[src/rtl/seq_detect_p.sv]
// rtl/seq_detect_p.sv - configurable serial pattern detector with saturating match counter
module seq_detect_p #(
    parameter int PAT_W = 8,
    parameter int CNT_W = 8,
    parameter int LEN_W = 4
) (
    input  logic             sys_clk,
    input  logic             sys_rst_n,
    input  logic             in_valid,
    input  logic             in,
    input  logic             cfg_load,
    input  logic [PAT_W-1:0] cfg_pattern,
    input  logic [LEN_W-1:0] cfg_len,
    input  logic             cfg_overlap,
    input  logic             cnt_clr,
    output logic             out,
    output logic [CNT_W-1:0] match_cnt,
    output logic             cfg_err
);

    localparam logic [LEN_W-1:0] PAT_W_L  = LEN_W'(PAT_W);
    localparam logic [LEN_W-1:0] LEN_ONE  = LEN_W'(1);
    localparam logic [CNT_W-1:0] CNT_MAX  = '1;
    localparam logic [CNT_W-1:0] CNT_ONE  = CNT_W'(1);
    localparam logic [PAT_W:0]   ONE_EXT  = (PAT_W+1)'(1);

    logic [PAT_W-1:0] pat_q, pat_d;
    logic [LEN_W-1:0] len_q, len_d;
    logic             ovl_q, ovl_d;
    logic [PAT_W-1:0] hist_q, hist_d;
    logic [LEN_W-1:0] fill_q, fill_d;
    logic             out_q, out_d;
    logic [CNT_W-1:0] cnt_q, cnt_d;
    logic             err_q, err_d;

    logic [PAT_W-1:0] hist_sh;
    logic [LEN_W-1:0] fill_inc;
    logic [PAT_W:0]   mask_ext;
    logic [PAT_W-1:0] mask;
    logic             cfg_ok;
    logic             match;

    always_comb begin
        pat_d    = pat_q;
        len_d    = len_q;
        ovl_d    = ovl_q;
        hist_d   = hist_q;
        fill_d   = fill_q;
        out_d    = 1'b0;
        cnt_d    = cnt_q;
        err_d    = 1'b0;
        match    = 1'b0;

        hist_sh  = {hist_q[PAT_W-2:0], in};
        fill_inc = (fill_q == PAT_W_L) ? fill_q : fill_q + LEN_ONE;
        // Mask is one bit wider so len == PAT_W yields all ones without overflow
        mask_ext = (ONE_EXT << len_q) - ONE_EXT;
        mask     = mask_ext[PAT_W-1:0];
        cfg_ok   = (cfg_len != '0) && (cfg_len <= PAT_W_L);

        if (cfg_load) begin
            if (cfg_ok) begin
                pat_d  = cfg_pattern;
                len_d  = cfg_len;
                ovl_d  = cfg_overlap;
                fill_d = '0;
            end else begin
                err_d  = 1'b1;
            end
        end else if (in_valid) begin
            hist_d = hist_sh;
            fill_d = fill_inc;
            match  = (fill_inc >= len_q) && (((hist_sh ^ pat_q) & mask) == '0);
            if (match) begin
                out_d = 1'b1;
                if (!ovl_q) begin
                    fill_d = '0;
                end
            end
        end

        if (cnt_clr) begin
            cnt_d = match ? CNT_ONE : '0;
        end else if (match && (cnt_q != CNT_MAX)) begin
            cnt_d = cnt_q + CNT_ONE;
        end
    end

    always_ff @(posedge sys_clk or negedge sys_rst_n) begin
        if (!sys_rst_n) begin
            pat_q  <= PAT_W'(3'b101);
            len_q  <= LEN_W'(3);
            ovl_q  <= 1'b1;
            hist_q <= '0;
            fill_q <= '0;
            out_q  <= 1'b0;
            cnt_q  <= '0;
            err_q  <= 1'b0;
        end else begin
            pat_q  <= pat_d;
            len_q  <= len_d;
            ovl_q  <= ovl_d;
            hist_q <= hist_d;
            fill_q <= fill_d;
            out_q  <= out_d;
            cnt_q  <= cnt_d;
            err_q  <= err_d;
        end
    end

    assign out       = out_q;
    assign match_cnt = cnt_q;
    assign cfg_err   = err_q;

endmodule
[config.mk]
export PLATFORM = sky130hd
export DESIGN_NAME = seq_detect_p
export DESIGN_NICKNAME = d
export VERILOG_FILES = /design/src/rtl/seq_detect_p.sv
export SDC_FILE = /design/constraint.sdc
export NUM_CORES = 1
export LEC_CHECK = 0
export ABC_AREA = 1
export CORE_MARGIN = 3
export CORE_UTILIZATION = 40
export CTS_CLUSTER_SIZE = 12
export DETAILED_ROUTE_END_ITERATION = 8
export GPL_ROUTABILITY_DRIVEN = 0
export RECOVER_POWER = 50
export REMOVE_ABC_BUFFERS = 1
export SLEW_MARGIN = 0
export SYNTH_ARGS = -nofsm -noshare
export SYNTH_HDL_FRONTEND = slang
export SYNTH_SLANG_ARGS = --single-unit
[constraint.sdc]
create_clock -name sys_clk -period 5.55 [get_ports sys_clk]
set_clock_uncertainty 0.05 [all_clocks]
set_input_delay 1.11 -clock sys_clk [delete_from_list [all_inputs] [get_ports sys_clk]]
set_output_delay 1.11 -clock sys_clk [all_outputs]
set_load 0.005 [all_outputs]
==> summary.md, run 1 <==
| Metric | Value |
|---|---|
| Final setup viols | 0 |
| TritonCTS clock tree | yes |
| HPWL after DPL | 2.93 mm |
| Startpoint Class | input pin |
| Vias in the first global route | 1,536 |
| Max stage delay on crit path | 1.29 ns |
| FMAX | 0.342 GHz |
| Clk slew on worst S/H paths | 0.07 ns |
| Max H-tree Level | 2 |
| Arrival time worst endpoint | 2.93 ns |
| FF-to-FF End | match_cnt[7] |
| Crit end category | async pin |
| CP cell instances | dlygate4sd3_1 -> clkbuf_1 |
| Routed Antenna Nets | 0 |
| Largest net degree at the start of global routing | 35 |
| Sink Count | 34 |
| LEAKAGE | 1.21 nW |
| Relative slew slack | -19.9% |
| Detailed-route via count | 1,631 |
| Post_cts resized | 0 |
| R2R Path Start | fill_q[0] |
| Total gr overflow | 0 |
| Placed inst area | 0.00231 mm² |
| Maxcap violations | 1 |
| Clk_lat worst skew | 0.29 ns |
| First-pass GRT wire length | 6.72 mm |
| Via/cell ratio | 4.74 |
| Drt drc | 0 |
| Crit path required time | 5.56 ns |
| Yosys top cell by area | dfrtp_1 |
| Top cell type's share of synthesized area | 37.2% |
| Design Area, Final | 0.00244 mm² |
| Overall Power | 0.000742 W |
| Worst-margin pin slew | 1.80 ns |
| Routed len/inst | 11.5 µm |
| Post-Syn Instances | 245 |
| R2r setup slk | 3.27 ns |
| Clk root buf | clkbuf_8 |
| WHS Endpoint | ovl_q |
| Syn avg cell area | 7.96 µm² |
| Min-delay worst type | reg -> reg |
| Die X-Extent | 75.8 µm |
| Post-CTS Hold Buffers | 0 |
| Failing checks | capacitance limit, slew limit |
| Initial core utilization | 43.0% |
| Status | finished with violations |
| Die area | 0.00575 mm² |
| Tmin final | 2.92 ns |
| Main area contributors after synthesis | dfrtp_1, nand2_1, dfstp_2, nand3_1, ha_1 |
| Critical path class | in -> async |
| RSZ-0062 raised after global routing | no |
| Overall Global Routing Usage | 15.7% |
| Layout filler cell count | 443 |
| Rows | 24 |
| Nets | 305 |
| Num CTS Buffers | 5 |
| Routed WL | 3.94 mm |
| Power per cell area | 304 mW/mm² |
| Worst R2R Path Depth | 16 |
| Crit path buffers/inverters | 2 |
| Max Slew Vio Count | 35 |
| Hold Vio Cnt, Final | 0 |
| Seq/Total Area, Yosys | 43.9% |
| Port-buffer cells | 28 |
| Area Growth Syn to Fin | 25.3% |
| Multi-input gate area | 967 µm² |
| FF+latch count, synth | 34 |
| Io pins | 29 |
| Initial DRC count | 76 |
| Initial antenna violation count | 0 |
| Layout cells sized above 1 | 11.5% |
| Core area | 0.00453 mm² |
| WHS Path Cells | 2 |
| Mapped Area | 0.00195 mm² |
| Ant. Diodes | 0 |
| VDD IR-drop max | 0.000176 V |
| Synth warnings | 0 |
| Worst hold margin | 0.430 ns |
| Yosys cell types | 27 |
| Deepest clock path buffer count | 2 |
| Hold_sp | ovl_q |
| First drt pass iteration count | 4 |
| Kind of cell adding the most delay to the critical path | buffers and inverters |
| # Post-CTS Setup Buffers | 0 |
| CP Max Fanout | 34 |
| Final Cycle Share | 52.6% |
| Die height | 75.8 µm |
| Sum of negative setup slack | 0 ns |
| Worst path slowest cell | clkbuf_1 |
| FF/Latch Area | 857 µm² |
state kept, by name, indices dropped and copies added, names as in the netlist:
name       cells
ovl_q          1
len_q          4
match_cnt      8
out            1
cfg_err        1
pat_q          8
hist_q         7
fill_q         4
layer usage:
layer / part of all wire, % / GRT usage [%] / up-vias
met3: 3.4 / 3.96 / 7
met1: 48 / 20.4 / 746
li1: - / - / 855
met5: 0 / 0 / -
met2: 46 / 24.7 / 23
met4: 1.9 / 6.41 / 0
power by group:
part | switching, W | internal (W)
Clock | 0.0000931 | 0.000192
Sequential | 0.0000265 | 0.000280
Combinational | 0.0000856 | 0.0000656
kinds of logic (layout without fill, tap and decap cells):
| logic type | Yosys count | in the layout | share of synthesized area [%] |
|---|---|---|---|
| xor gates and xnor gates | 9 | 9 | 4.04 |
| muxes | 4 | 4 | 2.31 |
| adders and majority gates | 8 | 8 | 5.13 |
| and+or+nand+nor | 131 | 131 | 31.1 |
| AOI/OAI and AO/OA | 26 | 26 | 6.99 |
| buffers and inverters | 33 | 67 | 6.48 |
| DFF | 34 | 34 | 43.9 |
how the worst max path moves through the flow:
| stage | endpoint | slack (ns) | cells past startpoint | startpoint |
|---|---|---|---|---|
| after CTS | pat_q[6] | 2.76 | 6 | cfg_len[1] |
| after global routing | match_cnt[4] | 2.17 | 2 | sys_rst_n |
| after global placement | pat_q[6] | 2.48 | 6 | cfg_len[1] |
| final | match_cnt[0] | 2.63 | 2 | sys_rst_n |
| after detailed placement | pat_q[6] | 2.45 | 6 | cfg_len[1] |
| after floorplan | pat_q[1] | 3.19 | 5 | cfg_len[1] |
final cells by class:
class	count	area share (%)
clock buffers	6	3.38
clock inverters	2	2.46
inverters	30	4.61
multi-input cells	178	39.6
flip-flops and latches	34	35.1
well taps	65	3.33
repair buffers	29	11.6
layout by cell type, fill, tap and decap left out, drive strengths merged:
cell type | netlist | final
nand2 | 71 | 71
dfrtp | 29 | 29
nand3 | 29 | 29
inv | 28 | 28
clkdlybuf4s50 | 0 | 24
nor2 | 20 | 20
a21oi | 12 | 12
o21ai | 11 | 11
xor2 | 9 | 9
ha | 8 | 8
clkbuf | 1 | 7
nor3 | 5 | 5
dfstp | 5 | 5
mux2 | 4 | 4
dlygate4sd3 | 0 | 4
nand4 | 3 | 3
o21bai | 2 | 2
or2 | 2 | 2
clkinv | 2 | 2
bufinv | 0 | 2
and3 | 1 | 1
a31oi | 1 | 1
cell usage after synthesis (all sizes together):
master and count:
xor2 9, nand2 71, mux2 4, dfstp 5
nor2 20, and3 1, dfrtp 29, o21ai 11
buf 2, clkinv 2, ha 8, nand3 29
inv 28, o21bai 2, nor3 5, or2 2
a31oi 1, a21oi 12, clkbuf 1, nand4 3
through the flow:
step,utilization [%],setup WS (ns),instances
5_1_grt,53.9,2.17,344
2_1_floorplan,-,3.19,242
3_5_place_dp,50.9,2.45,336
4_1_cts,54.0,2.76,344
3_3_place_gp,50.9,2.48,336
6_report,53.9,2.63,344
(Power assumes the default switching activity.)
==> inputs of run 2 (changes only) <==
==> constraint.sdc (replaced) <==
create_clock -name sys_clk -period 2.37 [get_ports sys_clk]
set_clock_uncertainty 0.05 [all_clocks]
set_input_delay 0.474 -clock sys_clk [delete_from_list [all_inputs] [get_ports sys_clk]]
set_output_delay 0.474 -clock sys_clk [all_outputs]
set_load 0.005 [all_outputs]
==> summary.md, run 2 (same netlist as run 1, synthesis figures left out) <==
| Metric | Value |
|---|---|
| Core area | 0.00453 mm² (unchanged) |
| Final setup viols | 0 (unchanged) |
| Worst path slowest cell | dfrtp_2 (was clkbuf_1) |
| LEAKAGE | 1.25 nW (was 1.21 nW) |
| HPWL after DPL | 3.03 mm (was 2.93 mm) |
| Vias in the first global route | 1,560 (was 1,536) |
| Clk slew on worst S/H paths | 0.07 ns (about the same) |
| Area Growth Syn to Fin | 32.8% (was 25.3%) |
| Deepest clock path buffer count | 2 (unchanged) |
| Layout cells sized above 1 | 22.1% (was 11.5%) |
| Ant. Diodes | 0 (unchanged) |
| Initial DRC count | 81 (was 76) |
| Sink Count | 34 (unchanged) |
| Placed inst area | 0.00234 mm² (was 0.00231 mm²) |
| Power per cell area | 640 mW/mm² (was 304 mW/mm²) |
| Clk_lat worst skew | 0.29 ns (about the same) |
| Io pins | 29 (unchanged) |
| Hold Vio Cnt, Final | 0 (unchanged) |
| Most frequent cells in the layout | nand2_1, dfrtp_1, clkdlybuf4s50_1, nand3_1, inv_1 (was nand2_1, dfrtp_1, inv_1, nand3_1, clkdlybuf4s50_1) |
| Die area | 0.00575 mm² (unchanged) |
| Detailed-route via count | 1,679 (was 1,631) |
| Max H-tree Level | 2 (unchanged) |
| Die height | 75.8 µm (unchanged) |
| Nets | 315 (was 305) |
| Drt drc | 0 (unchanged) |
| Initial antenna violation count | 0 (unchanged) |
| Sum of negative setup slack | 0 ns (unchanged) |
| Startpoint Class | flip-flop (was input pin) |
| Die X-Extent | 75.8 µm (unchanged) |
| Max stage delay on crit path | 0.44 ns (was 1.29 ns) |
| TritonCTS clock tree | yes (unchanged) |
| Layout filler cell count | 414 (was 443) |
| FF/Latch Area | 858 µm² (was 857 µm²) |
| First-pass GRT wire length | 6.89 mm (was 6.72 mm) |
| FMAX | 0.438 GHz |
| Initial core utilization | 43.0% (unchanged) |
| Maxcap violations | 0 (was 1) |
| Tmin final | 2.28 ns |
| Design Area, Final | 0.00259 mm² (was 0.00244 mm²) |
| Num CTS Buffers | 5 (unchanged) |
| VDD IR-drop max | 0.000378 V (was 0.000176 V) |
| Rows | 24 (unchanged) |
| Relative slew slack | 44.4% (was -19.9%) |
| Final Cycle Share | 96.4% |
| Routed len/inst | 12.0 µm (was 11.5 µm) |
| Kind of cell adding the most delay to the critical path | simple AND/OR/NAND/NOR gates (was buffers and inverters) |
| Via/cell ratio | 4.74 (about the same) |
| Multi-input gate area | 0.00108 mm² (was 967 µm²) |
| CP cell instances | inv_2 -> ha_4 -> nand2_4 -> nor2_4 -> xor2_2 -> ha_4 -> nand4_1 -> nand3_1 -> nand3_2 -> nor2_4 -> nand3_4 -> nand2_8 -> nand2_2 -> nand2_1 (was dlygate4sd3_1 -> clkbuf_1) |
| First drt pass iteration count | 4 (unchanged) |
| Worst-margin pin slew | 0.833 ns (was 1.80 ns) |
| Status | finished, final reports clean (was finished with violations) |
| Crit path buffers/inverters | 1 (was 2) |
| Crit path required time | 2.55 ns (was 5.56 ns) |
| Most common cell after layout, fill and taps aside | nand2_1 (unchanged) |
| Max Slew Vio Count | 0 (was 35) |
| CP Max Fanout | 7 (was 34) |
| Clk root buf | clkbuf_8 (unchanged) |
| Overall Global Routing Usage | 15.8% (was 15.7%) |
| Port-buffer cells | 28 (unchanged) |
| Largest net degree at the start of global routing | 35 (unchanged) |
| Routed Antenna Nets | 0 (unchanged) |
| Total gr overflow | 0 (unchanged) |
| Crit end category | flip-flop (was async pin) |
| Routed WL | 4.26 mm (was 3.94 mm) |
| RSZ-0062 raised after global routing | yes (was no) |
| Min-delay worst type | reg -> reg (unchanged) |
| Critical path class | reg -> reg (was in -> async) |
| Arrival time worst endpoint | 2.46 ns (was 2.93 ns) |
| Post-CTS Hold Buffers | 0 (unchanged) |
[run 2: through the flow]
step | hold slack [ns] | total power [W] | setup WS, ns | utilization [%] | std cells
CTS | 0.445 | 0.00162 | 0.102 | 54.1 | 349
floorplan | 0.128 | 0.000964 | 0.350 | - | 242
global placement | 0.426 | 0.00109 | 0.206 | 51.7 | 341
detailed placement | 0.433 | 0.00109 | 0.120 | 51.7 | 341
finish | 0.441 | 0.00166 | 0.0864 | 57.1 | 354
global route | 0.458 | 0.00176 | -0.0780 | 57.1 | 354
[run 2: area by class of cell]
type | count | share of cell area, %
well taps | 65 | 3.14
repair buffers | 38 | 13.6
inverters | 30 | 4.35
flip-flops and latches | 34 | 33.1
multi-input cells | 179 | 41.5
clock inverters | 3 | 1.55
clock buffers | 5 | 2.66
[run 2: worst paths after layout]
| kind | from | end | slack [ns] | depth (start not counted) |
|---|---|---|---|---|
| max in group asynchronous | sys_rst_n | fill_q[0] | 0.94 | 2 |
| hold / removal | pat_q[0] | pat_q[0] | 0.44 | 2 |
| min in group asynchronous | sys_rst_n | cfg_err | 0.77 | 2 |
| setup / recovery | fill_q[0] | match_cnt[6] | 0.09 | 14 |
| hold reg to reg | pat_q[0] | pat_q[0] | 0.44 | 2 |
| setup reg to reg | fill_q[0] | match_cnt[6] | 0.09 | 14 |
[run 2: what timing repair did]
action	4_1_cts	5_1_grt
gates resized for setup	0	27
setup endpoints to repair	0	11
buffers inserted	0	4
[run 2: per-layer routing]
layer | track usage (%) | share of wire, % | vias up | routed length (µm)
met5 | 0 | 0 | - | 0
met4 | 5.83 | 1.4 | 0 | 60
met3 | 3.56 | 3.8 | 6 | 161
met2 | 26.5 | 49 | 30 | 2070
met1 | 19.8 | 46 | 764 | 1970
li1 | - | - | 879 | -
[run 2: power breakdown]
part | total, W | internal (W) | switching [W]
Clock | 0.000523 | 0.000309 | 0.000214
Combinational | 0.000417 | 0.000191 | 0.000226
Sequential | 0.000717 | 0.000656 | 0.0000613
Total | 0.00166 | 0.00116 | 0.000501
[run 2: tightest hold or removal path: cells and delay by family, from the launching register on]
family	cells	cell delay [ns]
flip-flops	1	0.37
buffers and inverters	1	0.06
AO/OA/AOI/OAI	1	0.06
